[config.mk]
export PLATFORM = sky130hd
export DESIGN_NAME = gcd_arbiter
export DESIGN_NICKNAME = d
export VERILOG_FILES = /design/src/rtl/gcd_arbiter.sv
export SDC_FILE = /design/constraint.sdc
export NUM_CORES = 1
export LEC_CHECK = 0
export CAP_MARGIN = 25
export CORE_AREA = 4 4 154 156
export DETAILED_ROUTE_END_ITERATION = 10
export DIE_AREA = 0 0 158 160
export GPL_TIMING_DRIVEN = 0
export PLACE_DENSITY = 0.69
export SYNTH_ARGS = -nofsm -noshare
export SYNTH_HDL_FRONTEND = slang
export SYNTH_SLANG_ARGS = --single-unit
[constraint.sdc]
create_clock -name clk -period 2.24 [get_ports clk]
set_input_delay 0.448 -clock clk [delete_from_list [all_inputs] [get_ports clk]]
set_output_delay 0.448 -clock clk [all_outputs]
set_load 0.02 [all_outputs]
[src/rtl/gcd_arbiter.sv]
// gcd_arbiter: round-robin front end that shares one GCD custom-instruction
// core among NREQ requesters. One job is in flight at a time. A watchdog
// aborts jobs the core never finishes and reports them with rsp_err.
module gcd_arbiter #(
  parameter int NREQ    = 4,
  parameter int TIMEOUT = 1023
) (
  input  logic                 clk,
  input  logic                 reset,
  input  logic [NREQ-1:0]      req_valid,
  input  logic [32*NREQ-1:0]   req_a,
  input  logic [32*NREQ-1:0]   req_b,
  output logic [NREQ-1:0]      req_ready,
  output logic [NREQ-1:0]      rsp_valid,
  output logic [31:0]          rsp_data,
  output logic                 rsp_err,
  output logic                 busy,
  output logic [2:0]           grant_id,
  output logic                 core_clk_en,
  output logic                 core_start,
  output logic [31:0]          core_dataa,
  output logic [31:0]          core_datab,
  input  logic                 core_done,
  input  logic [31:0]          core_result
);

  localparam int CW = $clog2(TIMEOUT + 1);

  typedef enum logic [1:0] {IDLE, ISSUE, WAIT, RESP} state_t;

  state_t            state_reg;
  logic [2:0]        rr_ptr_reg;
  logic [2:0]        grant_reg;
  logic [CW-1:0]     wait_cnt_reg;
  logic [31:0]       op_a_reg;
  logic [31:0]       op_b_reg;
  logic [31:0]       rsp_data_reg;
  logic              rsp_err_reg;
  logic [NREQ-1:0]   rsp_valid_reg;
  logic              core_start_reg;

  // Arbitration results for the current IDLE cycle.
  logic              grant_found;
  logic [2:0]        grant_next;
  logic              accept;
  logic [31:0]       sel_a;
  logic [31:0]       sel_b;
  logic [NREQ-1:0]   owner_onehot;

  // Unpacked view of the per-requester operand slices.
  logic [31:0]       a_slice [NREQ];
  logic [31:0]       b_slice [NREQ];

  genvar gi;
  generate
    for (gi = 0; gi < NREQ; gi++) begin : g_slice
      assign a_slice[gi]      = req_a[32*gi +: 32];
      assign b_slice[gi]      = req_b[32*gi +: 32];
      // The accept strobe only exists in IDLE, and never while reset is held.
      assign req_ready[gi]    = accept && (grant_next == 3'(gi));
      assign owner_onehot[gi] = (grant_reg == 3'(gi));
    end
  endgenerate

  // Round-robin search: first valid requester starting at rr_ptr, wrapping.
  always_comb begin
    grant_found = 1'b0;
    grant_next  = rr_ptr_reg;
    for (int k = 0; k < NREQ; k++) begin
      for (int j = 0; j < NREQ; j++) begin
        if (!grant_found && (j == (int'(rr_ptr_reg) + k) % NREQ) && req_valid[j]) begin
          grant_found = 1'b1;
          grant_next  = 3'(j);
        end
      end
    end
  end

  // Operand mux for the winning requester.
  always_comb begin
    sel_a = 32'd0;
    sel_b = 32'd0;
    for (int j = 0; j < NREQ; j++) begin
      if (grant_next == 3'(j)) begin
        sel_a = a_slice[j];
        sel_b = b_slice[j];
      end
    end
  end

  assign accept = (state_reg == IDLE) && grant_found && !reset;

  // Job sequencer: accept, issue to the core, wait with watchdog, respond.
  always_ff @(posedge clk) begin
    if (reset) begin
      state_reg      <= IDLE;
      rr_ptr_reg     <= 3'd0;
      grant_reg      <= 3'd0;
      wait_cnt_reg   <= '0;
      op_a_reg       <= 32'd0;
      op_b_reg       <= 32'd0;
      rsp_data_reg   <= 32'd0;
      rsp_err_reg    <= 1'b0;
      rsp_valid_reg  <= '0;
      core_start_reg <= 1'b0;
    end else begin
      case (state_reg)
        IDLE: begin
          if (accept) begin
            op_a_reg       <= sel_a;
            op_b_reg       <= sel_b;
            grant_reg      <= grant_next;
            core_start_reg <= 1'b1;
            state_reg      <= ISSUE;
          end
        end
        ISSUE: begin
          core_start_reg <= 1'b0;
          wait_cnt_reg   <= '0;
          state_reg      <= WAIT;
        end
        WAIT: begin
          // A done arriving on the timeout cycle still counts as success.
          if (core_done) begin
            rsp_data_reg  <= core_result;
            rsp_err_reg   <= 1'b0;
            rsp_valid_reg <= owner_onehot;
            state_reg     <= RESP;
          end else if (wait_cnt_reg == CW'(TIMEOUT)) begin
            rsp_data_reg  <= 32'd0;
            rsp_err_reg   <= 1'b1;
            rsp_valid_reg <= owner_onehot;
            state_reg     <= RESP;
          end else begin
            wait_cnt_reg  <= wait_cnt_reg + 1'b1;
          end
        end
        RESP: begin
          rsp_valid_reg <= '0;
          rr_ptr_reg    <= (grant_reg == 3'(NREQ - 1)) ? 3'd0 : grant_reg + 3'd1;
          state_reg     <= IDLE;
        end
        default: state_reg <= IDLE;
      endcase
    end
  end

  assign rsp_valid   = rsp_valid_reg;
  assign rsp_data    = rsp_data_reg;
  assign rsp_err     = rsp_err_reg;
  assign busy        = (state_reg != IDLE);
  assign grant_id    = grant_reg;
  assign core_clk_en = !reset;
  assign core_start  = core_start_reg;
  assign core_dataa  = op_a_reg;
  assign core_datab  = op_b_reg;

endmodule

==> run summary <==
Final Setup Violations: 3
CTS tree: done
Status: finished with violations
Fmax: 412.7 MHz
Endpoint class of the critical path: output pin
Seq pwr share: 24.5%
Die area: 0.02528 sq mm
Dpl cell area: 0.01108 sq mm
Buffer and inverter count on the worst path: 2
NetSw: 5.334 mW
Worst slew margin: 48.61%
Critical Path Fanout Max: 5
Failing checks: negative setup slack
Unique cell type count in the Yosys netlist: 51
Pleak: 4.193 nW
DR vias: 7,789
FP Rows: 55
Top-Level Pins: 406
Util after Layout: 53.77%
Critical path depth in cells: 6
Final ANT Viol Nets: 0
Fin Hold WS: 0.3901 ns
Die Ht: 160 um
Initial core utilization: 29.80%
Layout cells sized above 1: 20.09%
Final Wtd Congestion: 0.8939
Worst-Margin Slew: 0.7709 ns
Vias in the first global route: 7,953
Family with the most delay on the worst path: simple AND/OR/NAND/NOR gates
Worst Path Required: 1.79 ns
Synth Flop Type: dfxtp_1
Top-area cell type share of the netlist area: 36.05%
Mean Syn Cell Area: 9.386 sq um
Critical Path Start Type: flip-flop
Hold Vio Cnt, Final: 0
Post-CTS Hold Fix Bufs: 0
Port Buf Inserts: 404
Worst Hold Class: in -> reg
Antenna violations before repair: 1
Power Total: 12.62 mW
Tmin final: 2.423 ns
Dpl hpwl: 24.75 mm
Root buf cell: clkbuf_16
Fin nets: 1,452
Number of flops mapped to enable cells by yosys: 0
Worst path cell trace: buf_6, and3b_1, or4_4, and2_4, nor4_4, buf_4
First-pass GRT wire length: 47.26 mm
Crit path kind: reg -> out
First drt pass iteration count: 5
Hold-critical path depth: 2
Syn_nets: 1,015
Commonest cells post-synth: dfxtp_1, nor4_2, o21ai_0
Cells after Synth: 710
Post-synth ARST share: 0%
Cell depth of the worst flop-to-flop path: 9
Synthesized area: 0.006664 sq mm
DRT iter0 DRCs: 413
Final Cycle Share: 108.2%
Pin count of the biggest net entering global routing: 20
Grt ovf: 0
Die width: 158 um
Part of the Yosys area used for sequential elements: 36.05%
Clk Latency, worst-skew pair: 0.43 ns
Post-DR wirelength/cell: 22.26 um
Worst Skew: 0.01101 ns
RSZ-0062 raised after global routing: yes
Via density: 5.387
DRC Markers: 0
Core area: 0.02237 sq mm
Most frequent cell after synthesis: dfxtp_1
MaxCap Viol Count: 0
Cell area after layout: 0.01203 sq mm
Clk buf depth: 2
Power share of the clock group: 22.5%
Post-synthesis register bit count: 120
CP peak stage delay: 0.42 ns
Synth Warn #: 0
Switching fraction of total power: 42.26%
Power share of the combinational group: 53.1%
Total track usage: 24.32%
Area grow syn2layout: 80.45%
Setup WS post-layout: -0.1830 ns
P_int: 7.288 mW
Synth top area cells: dfxtp_1, nor4_2, a221oi_2
CP arrival: 1.98 ns
Cell Pwr Density: 1050 mW/mm^2
Max-slew violation count: 0
Cts bufs inserted: 17
Reg clk slew, reported paths: 0.06 ns
Yosys top cell by area: dfxtp_1
Critical Path Slowest Stage Cell: or4_4
Setup WS pre-CTS: -1.771 ns
H-tree depth: 4
Final Routed Wirelength: 32.19 mm
# clock sinks: 120
Peak supply drop: 473.7 uV
-- final cells by class --
type,count,area [sq um]
Multi-Input combinational cell,501,3950
Sequential cell,120,2407
Tap cell,285,356.6
Inverter,9,35.03
Antenna cell,1,2.502
Fill cell,2053,10340
Clock buffer,17,425.4
Buffer,74,500.5
Clock inverter,15,166.4
Timing Repair Buffer,424,4182
-- cell families after synthesis --
logic type                 count (synthesis)  share of synthesized area (%)
xor gates and xnor gates                   5                         0.6571
adders and majority gates                 10                          1.878
AOI/OAI and AO/OA                        220                          25.82
buffers and inverters                     89                          7.116
DFF                                      120                          36.05
and+or+nand+nor                          266                          28.48
-- layer usage --
metal / part of all wire [%] / GRT usage (%) / vias to the layer above
met2: 51 / 42.12 / 319
met5: 0 / 0 / -
met4: 2.4 / 8.026 / 0
met1: 40 / 29.59 / 3747
met3: 6.2 / 5.528 / 47
li1: - / - / 3676
-- worst paths after layout --
path / from / endpoint / slack, ns
setup / recovery: rr_ptr_reg[1]$_SDFFE_PP0P_ / req_ready[2] / -0.18
hold / removal: reset / state_reg[0]$_SDFFE_PP0P_ / 0.39
setup reg to reg: rr_ptr_reg[1]$_SDFFE_PP0P_ / core_dataa[14]$_SDFFE_PP0P_ / 0.06
hold reg to reg: rsp_valid[1]$_SDFFE_PP0P_ / rsp_valid[1]$_SDFFE_PP0P_ / 0.45
-- through the flow --
| stage | instances | TNS [ns] |
|---|---|---|
| 2_1_floorplan | 710 | -0.03976 |
| 3_3_place_gp | 1399 | -64.33 |
| 3_5_place_dp | 1399 | -66.21 |
| 4_1_cts | 1442 | -0.3765 |
| 5_1_grt | 1446 | -0.6749 |
| 6_report | 1446 | -0.4424 |
-- repair_timing --
action / 4_1_cts / 5_1_grt
buffers inserted: 14 / 4
gates resized for setup: 88 / 37
pin swaps: 4 / 4
cloned: 2 / 0
setup endpoints to repair: 79 / 84
-- power groups by stage --
stage / Combinational [mW] / Sequential, mW / Clock (mW)
3_5_place_dp: 6.37 / 3.09 / 0
2_1_floorplan: 2.82 / 3.74 / 0
3_3_place_gp: 6.33 / 3.09 / 0
5_1_grt: 7.14 / 3.15 / 2.97
6_report: 6.70 / 3.09 / 2.84
4_1_cts: 6.71 / 3.08 / 2.89
-- layout by cell type (no fill, tap or decap), types with 18 or more instances in the layout --
master / instances
buf_4: 26
a221oi_1: 28
o21ai_0: 55
buf_2: 19
a221oi_2: 20
dfxtp_1: 116
clkbuf_16: 18
nand2_1: 36
clkdlybuf4s50_1: 395
nor2_1: 29
nor3_1: 51
a22o_1: 32
nor4_1: 29
clkbuf_1: 21
nor4_2: 65
No activity file was read; power rests on OpenSTA's default activity.
